## src/rtl/fifo_wr_arbiter.sv

```systemverilog
// Four-requester round-robin write arbiter feeding one shared single-clock FIFO.
// A grant lasts for one packet burst, capped at MAX_BURST words, and is followed by at least one idle cycle.
module fifo_wr_arbiter #(
  parameter int DW        = 8,
  parameter int MAX_BURST = 4
) (
  input  logic            clk,
  input  logic            rst,
  input  logic [3:0]      req,
  input  logic [3:0]      last,
  input  logic [4*DW-1:0] din,
  output logic [3:0]      ack,
  output logic [3:0]      gnt,
  output logic            fifo_we,
  output logic [DW-1:0]   fifo_din,
  input  logic            fifo_full,
  output logic            busy
);

  typedef enum logic {IDLE = 1'b0, XFER = 1'b1} state_t;

  localparam logic [3:0] MAX_BEATS = 4'(MAX_BURST);

  state_t     state_q, state_d;
  logic [1:0] own_q, own_d;
  logic [1:0] ptr_q, ptr_d;
  logic [3:0] beat_q, beat_d;
  logic [3:0] gnt_q, gnt_d;
  logic [3:0] beat_inc;
  logic [1:0] rr_sel;
  logic [1:0] rr_idx;
  logic       rr_hit;
  logic       burst_end;

  // State register: reset returns to IDLE with requester 0 next in line.
  always_ff @(posedge clk) begin
    if (rst) begin
      state_q <= IDLE;
      own_q   <= 2'd0;
      ptr_q   <= 2'd3;
      beat_q  <= 4'd0;
      gnt_q   <= 4'd0;
    end else begin
      state_q <= state_d;
      own_q   <= own_d;
      ptr_q   <= ptr_d;
      beat_q  <= beat_d;
      gnt_q   <= gnt_d;
    end
  end

  // Round-robin pick: first requester after the previous owner, wrapping.
  always_comb begin
    rr_sel = ptr_q;
    rr_idx = ptr_q;
    rr_hit = 1'b0;
    for (int k = 1; k <= 4; k++) begin
      rr_idx = ptr_q + 2'(k);
      if (!rr_hit && req[rr_idx]) begin
        rr_sel = rr_idx;
        rr_hit = 1'b1;
      end
    end
  end

  assign beat_inc  = beat_q + 4'd1;
  assign burst_end = ~req[own_q] | (fifo_we & (last[own_q] | (beat_inc == MAX_BEATS)));

  // Next-state and grant bookkeeping.
  always_comb begin
    state_d = state_q;
    own_d   = own_q;
    ptr_d   = ptr_q;
    beat_d  = beat_q;
    gnt_d   = gnt_q;
    case (state_q)
      IDLE: begin
        if (|req) begin
          state_d = XFER;
          own_d   = rr_sel;
          gnt_d   = 4'b0001 << rr_sel;
          beat_d  = 4'd0;
        end
      end
      XFER: begin
        if (fifo_we) beat_d = beat_inc;
        if (burst_end) begin
          state_d = IDLE;
          ptr_d   = own_q;
          gnt_d   = 4'd0;
        end
      end
      default: state_d = IDLE;
    endcase
  end

  // Outputs: the write path is combinational so a stall or reset blocks it in the same cycle.
  always_comb begin
    fifo_we  = (state_q == XFER) & req[own_q] & ~fifo_full & ~rst;
    ack      = fifo_we ? (4'b0001 << own_q) : 4'd0;
    fifo_din = (state_q == XFER) ? din[32'(own_q)*DW +: DW] : '0;
    gnt      = gnt_q;
    busy     = (state_q != IDLE);
  end

endmodule
```

## config.mk

```make
export PLATFORM = sky130hd
export DESIGN_NAME = fifo_wr_arbiter
export DESIGN_NICKNAME = d
export VERILOG_FILES = /design/src/rtl/fifo_wr_arbiter.sv
export SDC_FILE = /design/constraint.sdc
export NUM_CORES = 1
export LEC_CHECK = 0
export ABC_AREA = 1
export BUFFER_PORTS_ARGS = -buffer_cell sky130_fd_sc_hd__clkbuf_2
export CAP_MARGIN = 20
export CORE_MARGIN = 1
export CORE_UTILIZATION = 40
export DETAILED_ROUTE_END_ITERATION = 8
export PLACE_DENSITY = 0.72
export SETUP_SLACK_MARGIN = 0.4
export SYNTH_ARGS = -nofsm -noshare
export SYNTH_HDL_FRONTEND = slang
export SYNTH_SLANG_ARGS = --single-unit
```

## constraint.sdc

```tcl
create_clock -name clk -period 4.1 [get_ports clk]
set_input_delay 0.41 -clock clk [delete_from_list [all_inputs] [get_ports clk]]
set_output_delay 0.41 -clock clk [all_outputs]
set_load 0.05 [all_outputs]
```

Yosys cells after proc, flatten, opt, wreduce, memory -nomap -nowiden

Cells that the tools add are included.

Add/subtract/negate cells: 4
$lt $le $gt $ge: 5
Equal/unequal tests: 4
Shifts and indexed selects: 3
Mux-type cells: 30
Bitwise gates (word level): 10
Reduce and logical (&&, ||, !) cells: 11

Operators by type and width:

| operator            | count |
|---|---|
| $shiftx 32x6->8     | 1 |
| $mux 4              | 5 |
| $pmux 4 s2          | 2 |
| $lt 2x3->1 const B  | 5 |
| $bmux 1 s2          | 6 |
| $mux 1              | 11 |
| $mux 2              | 4 |
| $mux 8              | 1 |
| $reduce_and 2->1    | 4 |
| $shl 1x2->4 const A | 2 |
| $add 2x2->2 const B | 2 |
| $add 4x1->4 const B | 1 |
| $and 1x1->1         | 4 |
| $eq 4x3->1 const B  | 1 |
| $ne 2x2->1 const B  | 2 |
| $not 1->1           | 4 |
| $reduce_or 4->1     | 1 |
| $logic_and 1x1->1   | 3 |
| $logic_not 1->1     | 3 |
| $add 2x1->2 const B | 1 |
| $ne 2x1->1 const B  | 1 |
| $or 1x1->1          | 2 |
| $pmux 1 s2          | 1 |

Register bits: 13
Bits of input ports: 43
Output and inout port bits: 18
Word-level logic and storage cells: 72

Logic depth before layout (Yosys ltp)

Gate-level depths: netlist (run 1).

Word-level depth: 16
Mapped depth: 12
Gate-level depth less buffers: 12

Least setup slack after synthesis (run 1)

Ideal clock, no wire load.

Path type: reg2out
From: register state_q, in the netlist busy
To: output port ack[0]
Arrival time: 2409 ps
Required time: 3690 ps
Path slack: 1281 ps
Stages on the path, launching flop included: 5
Buffers on the path: 0
Cells stage by stage: dfxtp_1 > inv_2 > nor3_1 > nand2_4 > nor3_1

Longest elaborated chain between the ends: 4

Ends and longest elaborated chain:

| item                     | line | RTL |
|---|---|---|
| start, declared          | 24   | `state_t state_q, state_d;` |
| start signal, assigned   | 44   | `state_q <= state_d;` |
| $and 1x1->1 (3 in a row) | 99   | `fifo_we = (state_q == XFER) & req[own_q] & ~fifo_full & ~rst;` |
| $mux 4                   | 100  | `ack = fifo_we ? (4'b0001 << own_q) : 4'd0;` |
| end, declared            | 12   | `output logic [3:0] ack,` |

Every way passes these cells.

Worst setup path in the final report (run 1)

From: register own_q[0]
To: output port ack[2]

Longest elaborated chain between the ends: 6
Elaborated cells on any way between the ends: 7
Those cells by class: shift (1); mux (3); bitwise (3)

Ends and longest elaborated chain:

| item                         | line | RTL |
|---|---|---|
| start, declared              | 25   | `logic [1:0] own_q, own_d;` |
| start signal, assigned       | 45   | `own_q <= own_d;` |
| $bmux 1 s2                   | 99   |  |
| $mux 1 (implied by the code) | 99   |  |
| $and 1x1->1 (3 in a row)     | 99   |  |
| $mux 4 (*)                   | 100  |  |

Mark *: on every way between the ends. The rest lies on a longest branch, timed or not. The select of a mux whose other input is x is not followed.

==> reports/metrics.csv, run 1 <==
metric,value,unit
routed-via-count,1371,
finalHoldViolCount,0,
path_max_fanout,10,
cp_cell_sequence,"inv_2, nor2_4, nand2_1, o2111ai_2, nand2_4, nor3_1, clkbuf_2",
start_util,0.425,
syn_avg_cell_area,6.62,sq um
antenna_found_initial,0,
clock_latency,0.28,ns
port-buffer-count,60,
synth_top_area_frac,0.222,
htree_levels,1,
diodes,0,
wl_per_cell,11.0,um
ys_seq_area_frac,0.222,
p_clk_frac,0.104,
seq_power_share,0.241,
clock_skew,0.00795,ns
row_count,19,
intPower,0.346,mW
worstSetupStartpoint,own_q[0],
overflow,0,
ys_ff_latch,13,
dp_hpwl,2.37,mm
io_pins,61,
drv_slew,0,
holdPathStages,2,
dp_cells,263,
cts-root-buf,clkbuf_4,
grt.total_usage,0.190,
place_congestion,0.806,
final_nets,282,
fin_util,0.542,
r2r.worst_path.cells,10,
drive_gt1_frac,0.394,
relSlewSlack,0.716,
syn2layout_area_growth,27.7,%
slowest_stage,dfxtp_1,
synth_edf_count,0,
synthTopCellsByArea,"dfxtp_1 (22%), nand2_1 (16%), a22oi_1 (10%)",
path_class,reg2out,
die_width,56.1,um
slowest_delay,0.53,ns
hp-class,in2reg,
fin_crit,2.48,ns
drtIter0Drc,48,
antenna_left,0,
wirelength,2.95,mm
p_comb_frac,0.655,
crit_required,3.69,ns
holdBufCountCts,0,
die_area,3150,sq um
grt_pass1_vias,1190,
clk_path_buf_depth,2,
clkSinkCount,13,
netlist_area,1170,sq um
ys.flop_type,dfxtp_1,
drtPass1Iterations,4,
status,"complete, no violations",
worst_pin_slew,0.423,ns
drc,0,
post_cts_buffers,0,
timing.final.crit_share,0.605,
startpoint_type,flip-flop,
r2r_start,ptr_q[0],
cts_tree,done,
synthArstFlopShare,0,
min_from,rst,
stdcell_count,267,
coreArea,2760,sq um
rsz0062_at_grt,false,
grt_max_degree,13,
p_per_area,535,nW/um^2
switching_share,0.567,
setup_viol,0,
syn_inst,177,
fmax,403,MHz
ir_worst_vdd,0.404,mV
tns,0,ns
power.leakage,0.779,nW
clk_pin_slew,0.08,ns
maxCapViolations,0,
yosysWarnings,0,
crit_arrival,2.07,ns
ctsResizeCount,0,
yosysTopAreaCell,dfxtp_1,
num-fill-cells,292,
viasPerCell,5.13,
end_kind,output pin,
fp.dieH,56.1,um
grt_pass1_wl,4.90,mm
synth_cell_types,25,
switchingPower,0.453,mW
cts_buffers,3,
synthesis.nets,222,
==> layout make-up <==
cell class                 count  area [sq um]  area share
clock buffer                   3          22.5      0.0151
sequential                    13           260       0.174
timing repair buffer          60           300       0.201
multi-input combinational    142           805       0.538
clock inverter                 1          5.00     0.00335
tap                           31          38.8      0.0259
inverter                      17          63.8      0.0427
==> per-layer routing <==
metal  vias to the layer above  global-route usage  wire [um]
met5                         -                   0          0
met4                         0              0.0244         12
met3                         4              0.0581        257
met2                        52               0.338       1330
met1                       583               0.229       1350
li1                        732                   -          -
==> cells in the mapped netlist, types with 2 or more instances <==
master    number
nand2_4        4
dfxtp_1       13
nand2_1       49
nor2_1         4
nor2_4         4
a21oi_1       18
o211ai_1       2
nand4_1        3
a21oi_2        3
buf_6          3
o21ai_0        5
inv_1         10
nor3_1         4
nand2_2        7
nand3_2        2
nand3_1       15
inv_2          7
a22oi_1       16
ha_1           2
==> power groups by stage <==
stage / Combinational, mW / Clock, mW / Sequential [mW]
3_5_place_dp: 0.525 / 0 / 0.196
5_1_grt: 0.579 / 0.0888 / 0.198
3_3_place_gp: 0.521 / 0 / 0.195
6_report: 0.524 / 0.0831 / 0.193
2_1_floorplan: 0.410 / 0 / 0.222
4_1_cts: 0.527 / 0.0851 / 0.193
==> cell usage in the layout (no fill, tap or decap) <==
cell       instances
o2111ai_2          1
clkbuf_4           3
inv_2              7
nand4_1            3
clkinv_2           1
o21ai_0            5
nor3_1             4
clkbuf_2          60
inv_1             10
nor2_2             1
ha_1               2
dfxtp_1           13
nor2_1             4
a22oi_1           16
xnor2_1            1
o211ai_1           2
a21oi_1           18
nand2_4            4
nor2_4             4
a21oi_2            3
nand3_2            2
nand3_1           15
or2_0              1
nand2_1           49
nand2_2            7
==> worst max-delay path, delay by kind of cell (launching register included) <==
family,cells,cell delay [ns]
AOI/OAI and AO/OA,1,0.13
buffers and inverters,2,0.44
DFF,1,0.53
and+or+nand+nor,4,0.69
==> logic make-up (layout without fill, tap and decap cells) <==
kind of cell | Yosys count | in the layout | share of synthesized area
AOI/OAI and AO/OA | 45 | 45 | 0.249
DFF | 13 | 13 | 0.222
buffers and inverters | 22 | 81 | 0.0908
and+or+nand+nor | 94 | 94 | 0.409
xor gates and xnor gates | 1 | 1 | 0.00748
adders and majority gates | 2 | 2 | 0.0214
==> flip-flops by register name, summed over array words and instances (netlist names) <==
name and flops:
beat_q 4, busy 1, gnt 4, own_q 2, ptr_q 2
==> metrics by stage <==
stage	setup WS, ns	power, mW	area [sq um]	hold slack, ns
final	1.62	0.800	1500	0.416
after global routing	1.46	0.865	1500	0.428
after CTS	1.63	0.804	1500	0.415
after detailed placement	1.95	0.721	1470	0.485
after global placement	1.99	0.716	1470	0.476
after floorplan	1.28	0.632	1170	0.475
==> path summary, 6_finish.rpt <==
kind,to,slack [ns]
max,ack[2],1.62
min,gnt[3],0.42
max reg2reg,gnt[2],2.32
min reg2reg,gnt[1],0.49
Power figures use the tool's default switching activity.
==> inputs of run 2 (changes only) <==
clock period = 2.4 ns   (was 4.1 ns; I/O delays follow)
==> reports/metrics.csv, run 2 (synthesis gave the netlist of run 1 again) <==
metric,value,unit
switching_share,0.559,
rsz0062_at_grt,true,
wl_met2,1.57,mm
finalHoldViolCount,0,
grt_pass1_wl,5.31,mm
die_width,56.1,um
viasPerCell,5.20,
routed.top_layer,met4,
clock_skew,0.00703,ns
power,1.46,mW
port-buffer-count,60,
fmax,526,MHz
drtIter0Drc,75,
status,"complete, no violations",
clock_latency,0.28,ns
num-fill-cells,269,
cts_tree,done,
p_clk_frac,0.095,
syn2layout_area_growth,38.1,%
antenna_found_initial,0,
ff_latch_area,265,sq um
diodes,0,
crit_arrival,1.66,ns
cp_cell_sequence,"buf_4, nor2_4, nand2_1, o2111ai_4, nand2_4, inv_2, clkbuf_4",
coreArea,2760,sq um
final_common_cell,clkbuf_2,
critPathBufInv,3,
final_nets,289,
power.leakage,0.818,nW
startpoint_type,flip-flop,
crit_required,2.16,ns
path_class,reg2out,
maxCapViolations,0,
cts-root-buf,clkbuf_4,
clkSinkCount,13,
clk_path_buf_depth,2,
wirelength,3.18,mm
timing.final.crit_share,0.792,
rrSetupSlack,0.73,ns
slowest_delay,0.40,ns
multi_input_area,866,sq um
dp_hpwl,2.42,mm
final_cell_mix,"clkbuf_2 (55), nand2_1 (48), a21oi_1 (18)",
cts_buffers,3,
met1_length,1.38,mm
antenna_left,0,
hp-class,in2reg,
holdBufCountCts,0,
p_comb_frac,0.682,
tns,0,ns
fp.dieH,56.1,um
wl_per_cell,11.6,um
grt_pass1_vias,1297,
die_area,3150,sq um
relSlewSlack,0.729,
grt.total_usage,0.207,
overflow,0,
clk_pin_slew,0.09,ns
htree_levels,1,
drc,0,
drv_slew,0,
path_max_fanout,5,
seq_power_share,0.223,
start_util,0.425,
p_per_area,905,nW/um^2
setup_viol,0,
intPower,0.646,mW
row_count,19,
ir_worst_vdd,0.580,mV
worst_pin_slew,0.405,ns
place_congestion,0.883,
drtPass1Iterations,4,
end_kind,output pin,
drive_gt1_frac,0.440,
cp_top_family,buffers and inverters,
switchingPower,0.818,mW
slowest_stage,dfxtp_1,
routed-via-count,1425,
fin_crit,1.90,ns
io_pins,61,
grt_max_degree,12,
wl_met3,217,um
==> run 2: power groups by stage <==
stage | Sequential, mW | Combinational, mW | Clock (mW)
floorplan | 0.380 | 0.720 | 0
global placement | 0.324 | 0.945 | 0
detailed placement | 0.325 | 0.946 | 0
CTS | 0.324 | 0.979 | 0.140
global route | 0.333 | 1.09 | 0.153
finish | 0.327 | 0.999 | 0.139
==> run 2: timing repair <==
| item | 4_1_cts | 5_1_grt |
|---|---|---|
| endpoints found under the hold margin | 0 | 0 |
| setup endpoints to repair | 13 | 5 |
| gates resized for setup | 6 | 9 |
| cloned | 0 | 1 |
| pin swaps | 3 | 2 |
| setup buffers | 3 | 1 |
==> run 2: final cells by class <==
| class | count | area share |
|---|---|---|
| Inverter | 17 | 0.0394 |
| Sequential cell | 13 | 0.164 |
| Multi-Input combinational cell | 143 | 0.535 |
| Timing Repair Buffer | 66 | 0.221 |
| Clock buffer | 4 | 0.0162 |
| Tap cell | 31 | 0.0240 |
==> run 2: final timing paths <==
kind / startpoint / to / cells after the start
min reg2reg: gnt[0] / gnt[0] / 2
max: own_q[0] / fifo_we / 7
min: rst / gnt[2] / 2
max reg2reg: ptr_q[0] / gnt[2] / 11
==> run 2: through the flow <==
step	hold WS, ns	cell area (sq um)	setup WS [ns]	util	cells
global route	0.268	1620	0.376	0.587	274
floorplan	0.475	1210	0.565	-	177
finish	0.262	1620	0.499	0.587	274
detailed placement	0.489	1520	0.369	0.551	265
CTS	0.249	1580	0.423	0.574	272
global placement	0.474	1520	0.392	0.551	265
==> run 2: worst register-to-register path, stage by stage (launching register included) <==
cell and delay (ns):
dfxtp_1 0.45, inv_2 0.12, nand2_1 0.07, nand2_1 0.11, nand2_2 0.14, nand2_4 0.08
o21ai_0 0.19, nand3_1 0.11, nand2_2 0.11, inv_1 0.06, nand2_1 0.07, a21oi_2 0.05
==> run 2: layer usage <==
layer | up-vias | global-route usage
met1 | 630 | 0.242
li1 | 740 | -
met5 | - | 0
met3 | 2 | 0.0465
met4 | 0 | 0.0592
met2 | 53 | 0.372
